**src/rtl/mul_div_unit.sv**
```systemverilog
// Iterative multiply/divide unit with HI/LO result registers.
// Shift-add multiply and restoring divide share one 2*WIDTH accumulator; one step per clock.
module mul_div_unit #(
   parameter int WIDTH = 32,
   parameter int CNT_W = 6
) (
   input  logic             clk,
   input  logic             rst,
   input  logic             start,
   input  logic [2:0]       op,
   input  logic [WIDTH-1:0] a,
   input  logic [WIDTH-1:0] b,
   output logic             busy,
   output logic             done,
   output logic             dz,
   output logic [WIDTH-1:0] hi,
   output logic [WIDTH-1:0] lo
);

   typedef enum logic [1:0] {IDLE, CALC, FINISH} state_e;

   localparam logic [2:0] OP_MULTU = 3'b000;
   localparam logic [2:0] OP_MULT  = 3'b001;
   localparam logic [2:0] OP_DIVU  = 3'b010;
   localparam logic [2:0] OP_DIV   = 3'b011;
   localparam logic [2:0] OP_MTHI  = 3'b100;
   localparam logic [2:0] OP_MTLO  = 3'b101;

   localparam logic [CNT_W-1:0] LAST_STEP = CNT_W'(WIDTH - 1);

   state_e               state_q, state_d;
   logic [CNT_W-1:0]     cnt_q, cnt_d;
   logic [2*WIDTH-1:0]   acc_q, acc_d;
   logic [WIDTH-1:0]     opb_q, opb_d;
   logic                 is_div_q, is_div_d;
   logic                 neg_res_q, neg_res_d;
   logic                 neg_rem_q, neg_rem_d;
   logic                 zdiv_q, zdiv_d;
   logic [WIDTH-1:0]     hi_q, hi_d;
   logic [WIDTH-1:0]     lo_q, lo_d;
   logic                 done_q, done_d;
   logic                 dz_q, dz_d;

   logic [WIDTH-1:0]     a_abs, b_abs;
   logic [WIDTH-1:0]     mul_add;
   logic [WIDTH:0]       mul_sum;
   logic [2*WIDTH-1:0]   mul_next;
   logic [WIDTH:0]       div_trial;
   logic [2*WIDTH-1:0]   div_next;
   logic [2*WIDTH-1:0]   mul_res;
   logic [WIDTH-1:0]     quo, rem;

   // Signed ops iterate on magnitudes; signs are reapplied once at FINISH.
   assign a_abs = (op[0] && a[WIDTH-1]) ? -a : a;
   assign b_abs = (op[0] && b[WIDTH-1]) ? -b : b;

   // Multiply: upper half accumulates, lower half shifts the multiplier out.
   assign mul_add  = acc_q[0] ? opb_q : '0;
   assign mul_sum  = {1'b0, acc_q[2*WIDTH-1:WIDTH]} + {1'b0, mul_add};
   assign mul_next = {mul_sum, acc_q[WIDTH-1:1]};

   // Divide: upper half is the partial remainder, lower half dividend/quotient.
   assign div_trial = {acc_q[2*WIDTH-1:WIDTH], acc_q[WIDTH-1]} - {1'b0, opb_q};
   assign div_next  = div_trial[WIDTH] ? {acc_q[2*WIDTH-2:0], 1'b0}
                                       : {div_trial[WIDTH-1:0], acc_q[WIDTH-2:0], 1'b1};

   assign mul_res = neg_res_q ? -acc_q : acc_q;
   assign quo     = acc_q[WIDTH-1:0];
   assign rem     = acc_q[2*WIDTH-1:WIDTH];

   always_comb begin
      state_d   = state_q;
      cnt_d     = cnt_q;
      acc_d     = acc_q;
      opb_d     = opb_q;
      is_div_d  = is_div_q;
      neg_res_d = neg_res_q;
      neg_rem_d = neg_rem_q;
      zdiv_d    = zdiv_q;
      hi_d      = hi_q;
      lo_d      = lo_q;
      dz_d      = dz_q;
      done_d    = 1'b0;

      unique case (state_q)
         IDLE: begin
            if (start) begin
               unique case (op)
                  OP_MULTU, OP_MULT, OP_DIVU, OP_DIV: begin
                     is_div_d  = op[1];
                     neg_res_d = op[0] & (a[WIDTH-1] ^ b[WIDTH-1]);
                     neg_rem_d = op[0] & a[WIDTH-1];
                     opb_d     = b_abs;
                     cnt_d     = '0;
                     if (op[1] && (b == '0)) begin
                        // Zero divisor: keep raw dividend for HI and go straight to FINISH.
                        zdiv_d  = 1'b1;
                        acc_d   = {{WIDTH{1'b0}}, a};
                        state_d = FINISH;
                     end else begin
                        zdiv_d  = 1'b0;
                        acc_d   = {{WIDTH{1'b0}}, a_abs};
                        state_d = CALC;
                     end
                  end
                  OP_MTHI: hi_d = a;
                  OP_MTLO: lo_d = a;
                  default: ;
               endcase
            end
         end
         CALC: begin
            acc_d = is_div_q ? div_next : mul_next;
            cnt_d = cnt_q + 1'b1;
            if (cnt_q == LAST_STEP) state_d = FINISH;
         end
         FINISH: begin
            state_d = IDLE;
            done_d  = 1'b1;
            if (!is_div_q) begin
               hi_d = mul_res[2*WIDTH-1:WIDTH];
               lo_d = mul_res[WIDTH-1:0];
            end else if (zdiv_q) begin
               hi_d = acc_q[WIDTH-1:0];
               lo_d = '1;
               dz_d = 1'b1;
            end else begin
               hi_d = neg_rem_q ? -rem : rem;
               lo_d = neg_res_q ? -quo : quo;
               dz_d = 1'b0;
            end
         end
         default: state_d = IDLE;
      endcase
   end

   always_ff @(posedge clk or negedge rst) begin
      if (!rst) begin
         state_q   <= IDLE;
         cnt_q     <= '0;
         acc_q     <= '0;
         opb_q     <= '0;
         is_div_q  <= 1'b0;
         neg_res_q <= 1'b0;
         neg_rem_q <= 1'b0;
         zdiv_q    <= 1'b0;
         hi_q      <= '0;
         lo_q      <= '0;
         done_q    <= 1'b0;
         dz_q      <= 1'b0;
      end else begin
         state_q   <= state_d;
         cnt_q     <= cnt_d;
         acc_q     <= acc_d;
         opb_q     <= opb_d;
         is_div_q  <= is_div_d;
         neg_res_q <= neg_res_d;
         neg_rem_q <= neg_rem_d;
         zdiv_q    <= zdiv_d;
         hi_q      <= hi_d;
         lo_q      <= lo_d;
         done_q    <= done_d;
         dz_q      <= dz_d;
      end
   end

   assign busy = (state_q != IDLE);
   assign done = done_q;
   assign dz   = dz_q;
   assign hi   = hi_q;
   assign lo   = lo_q;

endmodule

```
**config.mk**
```make
export PLATFORM = sky130hd
export DESIGN_NAME = mul_div_unit
export DESIGN_NICKNAME = d
export VERILOG_FILES = /design/src/rtl/mul_div_unit.sv
export SDC_FILE = /design/constraint.sdc
export NUM_CORES = 1
export LEC_CHECK = 0
export BUFFER_PORTS_ARGS = -buffer_cell sky130_fd_sc_hd__buf_2
export CAP_MARGIN = 10
export CORE_MARGIN = 2
export CORE_UTILIZATION = 45
export CTS_CLUSTER_DIAMETER = 30
export DETAILED_ROUTE_END_ITERATION = 16
export HOLD_SLACK_MARGIN = 0.02
export PLACE_DENSITY = 0.68
export SYNTH_ARGS = -nofsm -noshare
export SYNTH_HDL_FRONTEND = slang
export SYNTH_SLANG_ARGS = --single-unit
```
**constraint.sdc**
```tcl
create_clock -name clk -period 4.19 [get_ports clk]
set_input_delay 0.2095 -clock clk [delete_from_list [all_inputs] [get_ports clk]]
set_output_delay 0.2095 -clock clk [all_outputs]
set_load 0.05 [all_outputs]
```
==> flow_summary.yaml <==
timing:
  setup_tns_ps: 0
  maxClockFrequency_mhz: 257.0
  report.final.slew_viol_count: 0
  setup_ws_ps: 299.5
  post-route-period-util_pct: 92.85
  worst_slew_margin_rel_pct: 21.88
  worstMarginPinSlew_ps: 1171
  rsz0062_at_grt: "no"
  setup-violations-final: 0
  final_hold_violation_count: 0
  timing.final.crit_period_ps: 3891
  timing.clock.skew_ps: 17.58
  fin_hold_ws_ps: 57.27
routing:
  totalWireLength_mm: 51.81
  antenna_violating_nets_post_route: 0
  firstDrtPassIters: 7
  dr.first_iter.drc_count: 1459
  route.detailed.drc: 0
  detail_route.wl_per_cell_microns: 21.05
  via_count: 15172
  drt_via_density: 6.165
setup_path:
  worst_path_max_delay_cell: "sky130_fd_sc_hd__dfrtp_1"
  crit_path_cell_trace: "inv_1 -> buf_4 -> nor2_1 -> ha_1 -> a211oi_1 -> o21ai_0 -> a31oi_1 -> nor3_1 -> o31ai_2 -> o21bai_1 -> or4_1 -> a31oi_1 -> xor2_1 -> o221ai_1"
  required_ps: 4500
  critical_path_class: "reg2reg"
  crit_fanout: 32
  path_common_cell: "sky130_fd_sc_hd__a31oi_1"
  critPathCaptureType: "register"
  critPathLaunchType: "register"
  worst_path_largest_cell_delay_ps: 510
  arrival_time_at_the_worst_endpoint_ps: 4200
flow_run:
  drv_cap: 0
die:
  pin_count: 137
  fp-row-count: 67
  core_sq_um: 33280
  die_span_y_microns: 187.2
  floorplan.initialDensity_pct: 45.39
  die_width_microns: 187.2
  dieArea_sq_um: 35050
finish:
  utilization_pct: 50.60
  areaGrowthSynthToFinish_pct: 11.48
  design.final.nets: 2141
  post_route_cells_drive_above_1_share_pct: 13.07
  n_fill_cell: 3300
  multiInputGateArea_sq_um: 10010
  area.sequential_sq_um: 4357
placed_design:
  placement.setup.worst_slack_ps: 237.3
  hpwlAfterDp_mm: 38.50
  final_replace_weighted_congestion: 0.9664
  port_buffers: 136
logic_synthesis:
  number_of_warnings_reported_in_the_yosys_synthesis_log: 0
  yosys_register_bits: 174
  synthesis.instances: 1937
  synthTopCellsByCount: "sky130_fd_sc_hd__nand2_1 (243), sky130_fd_sc_hd__o21ai_0 (199), sky130_fd_sc_hd__dfrtp_1 (174)"
  synth_area_sq_um: 15110
  synth_top_area_share_pct: 28.82
  synth_area_per_cell_sq_um: 7.799
  ys_top_cells_by_area: "sky130_fd_sc_hd__dfrtp_1 (29%), sky130_fd_sc_hd__xnor2_1 (6.8%), sky130_fd_sc_hd__o21ai_0 (6.6%)"
  synth_enable_flop_cells: 0
  synth.distinct_cells: 76
  synthesis.nets: 2078
  synth_top_area_cell: "sky130_fd_sc_hd__dfrtp_1"
  synth_seq_area_share_pct: 28.82
  yosys.cell_count.top_type: "sky130_fd_sc_hd__nand2_1"
  synthFlopType: "sky130_fd_sc_hd__dfrtp_1"
  postSynth.asyncResetShare_pct: 100.0
pwr:
  swShare_pct: 52.04
  power-per-cell-area_nw_per_um2: 763.0
  clkPwrFrac_pct: 14.0
  netSwitchingPower_mw: 6.687
  combPwrFrac_pct: 61.2
  power.share.sequential_pct: 24.8
  internal_power_mw: 6.164
  static-leakage-power_nw: 7.522
  maximum_ir_drop_on_the_vdd_rail_mv: 0.4172
clock_tree:
  post-cts-setup-buffer-count: 0
  htree_num_levels: 4
  cts_buffers: 17
  clkTransAtPathRegs_ps: 70
  cts_tree: "built"
  clk_root_buffer_cell: "sky130_fd_sc_hd__clkbuf_16"
  ctsLongestPathBuffers: 2
  clock_sinks: 174
  worst_skew_pair.late_latency_ps: 480
hold_path:
  min_path_type: "in2reg"
global_route:
  first_pass_grt_wire_length_mm: 81.66
  grt_overflow: 0
  grt.total_usage_pct: 29.40
  antenna_found_initial: 0
  first_global_vias: 14485
  grt_start_max_net_pins: 94
status:
  run_status: "complete, no violations"
## power groups by stage
stage,logic (mW),clock network (mW),registers [mW]
floorplan,4.94,0,3.87
global placement,7.65,0,3.16
detailed placement,7.73,0,3.19
CTS,7.76,1.80,3.16
global route,8.54,1.87,3.27
finish,7.87,1.80,3.18
## stage by stage
step	instance area (sq um)	power (mW)	std cells
after detailed placement	16180	10.92	2428
after CTS	16830	12.72	2460
after floorplan	15110	8.817	1937
after global placement	16180	10.81	2428
final	16840	12.85	2461
after global routing	16840	13.69	2460
## cells by family (layout without fill, tap and decap cells)
group	after synthesis	count (layout)	synth area share, %
AO/OA/AOI/OAI	603	603	24.24
XOR/XNOR	202	202	11.71
adder cells (fa/ha/maj)	71	71	5.980
buffers and inverters	198	273	5.168
flip-flops	174	174	28.82
multiplexers	79	79	5.267
other	0	1	0
AND/OR/NAND/NOR	610	610	18.81
## state kept, by name, indices dropped and copies added, names as in the netlist
| name | count |
|---|---|
| neg_res_q | 1 |
| opb_q | 32 |
| dz | 1 |
| lo | 32 |
| hi | 32 |
| done | 1 |
| state_q | 2 |
| zdiv_q | 1 |
| neg_rem_q | 1 |
| is_div_q | 1 |
| acc_q | 64 |
| cnt_q | 6 |
## critical path, delay by kind of cell, from the launching register on
kind | cells | cell delay (ps)
buffers and inverters | 2 | 520
flip-flops | 1 | 510
AO/OA/AOI/OAI | 7 | 1620
adder cells (fa/ha/maj) | 1 | 250
XOR/XNOR | 1 | 160
AND/OR/NAND/NOR | 3 | 650
## repair_timing
| item | 4_1_cts | 5_1_grt |
|---|---|---|
| hold buffers | 1 | 0 |
| gates resized for setup | 0 | 3 |
| setup endpoints to repair | 0 | 8 |
| hold endpoints to repair | 90 | 0 |
## layer usage
metal | up-vias | global-route usage [%] | share of wire [%]
met3 | 130 | 5.028 | 7.7
met1 | 7264 | 38.08 | 42
met5 | - | 0 | 0
met2 | 733 | 48.64 | 47
met4 | 0 | 12.15 | 3.7
li1 | 7045 | - | -
## path summary, 6_finish.rpt
kind                                      start                     to  slack, ps  cells past startpoint
max                        acc_q[0]$_DFFE_PN0P_  acc_q[62]$_DFFE_PN0P_        300                     14
min                                       a[30]     hi[30]$_DFFE_PN0P_         60                      3
max reg2reg                acc_q[0]$_DFFE_PN0P_  acc_q[62]$_DFFE_PN0P_        300                     14
min reg2reg                  lo[21]$_DFFE_PN0P_     lo[21]$_DFFE_PN0P_        470                      2
max in group asynchronous                   rst  opb_q[26]$_DFFE_PN0P_       2670                      3
min in group asynchronous                   rst     lo[24]$_DFFE_PN0P_        430                      2
## placed cells by master, fill, tap and decap left out, types with 19 or more instances in the layout
| cell type | synthesis | routed |
|---|---|---|
| sky130_fd_sc_hd__a21o_1 | 23 | 23 |
| sky130_fd_sc_hd__mux2i_1 | 75 | 75 |
| sky130_fd_sc_hd__or3_1 | 23 | 23 |
| sky130_fd_sc_hd__a22oi_1 | 21 | 21 |
| sky130_fd_sc_hd__nor3_1 | 33 | 33 |
| sky130_fd_sc_hd__o21ai_0 | 199 | 198 |
| sky130_fd_sc_hd__xor2_1 | 84 | 84 |
| sky130_fd_sc_hd__nor2_1 | 149 | 146 |
| sky130_fd_sc_hd__o211ai_1 | 19 | 19 |
| sky130_fd_sc_hd__o31ai_1 | 27 | 26 |
| sky130_fd_sc_hd__xnor2_1 | 118 | 118 |
| sky130_fd_sc_hd__ha_1 | 69 | 69 |
| sky130_fd_sc_hd__buf_2 | 6 | 135 |
| sky130_fd_sc_hd__o22ai_1 | 44 | 44 |
| sky130_fd_sc_hd__dfrtp_1 | 174 | 172 |
| sky130_fd_sc_hd__nand3_1 | 42 | 42 |
| sky130_fd_sc_hd__buf_4 | 0 | 49 |
| sky130_fd_sc_hd__inv_1 | 54 | 54 |
| sky130_fd_sc_hd__a21oi_1 | 160 | 160 |
| sky130_fd_sc_hd__nand2_1 | 243 | 243 |
## final cells by class
class | count | area share, %
inverters | 56 | 1.248
clock buffers | 19 | 2.689
repair buffers | 186 | 6.322
clock inverters | 12 | 1.092
diodes | 1 | 0.01486
flip-flops and latches | 174 | 25.87
well taps | 448 | 3.328
multi-input cells | 1565 | 59.44
No activity file was read; power rests on OpenSTA's default activity.
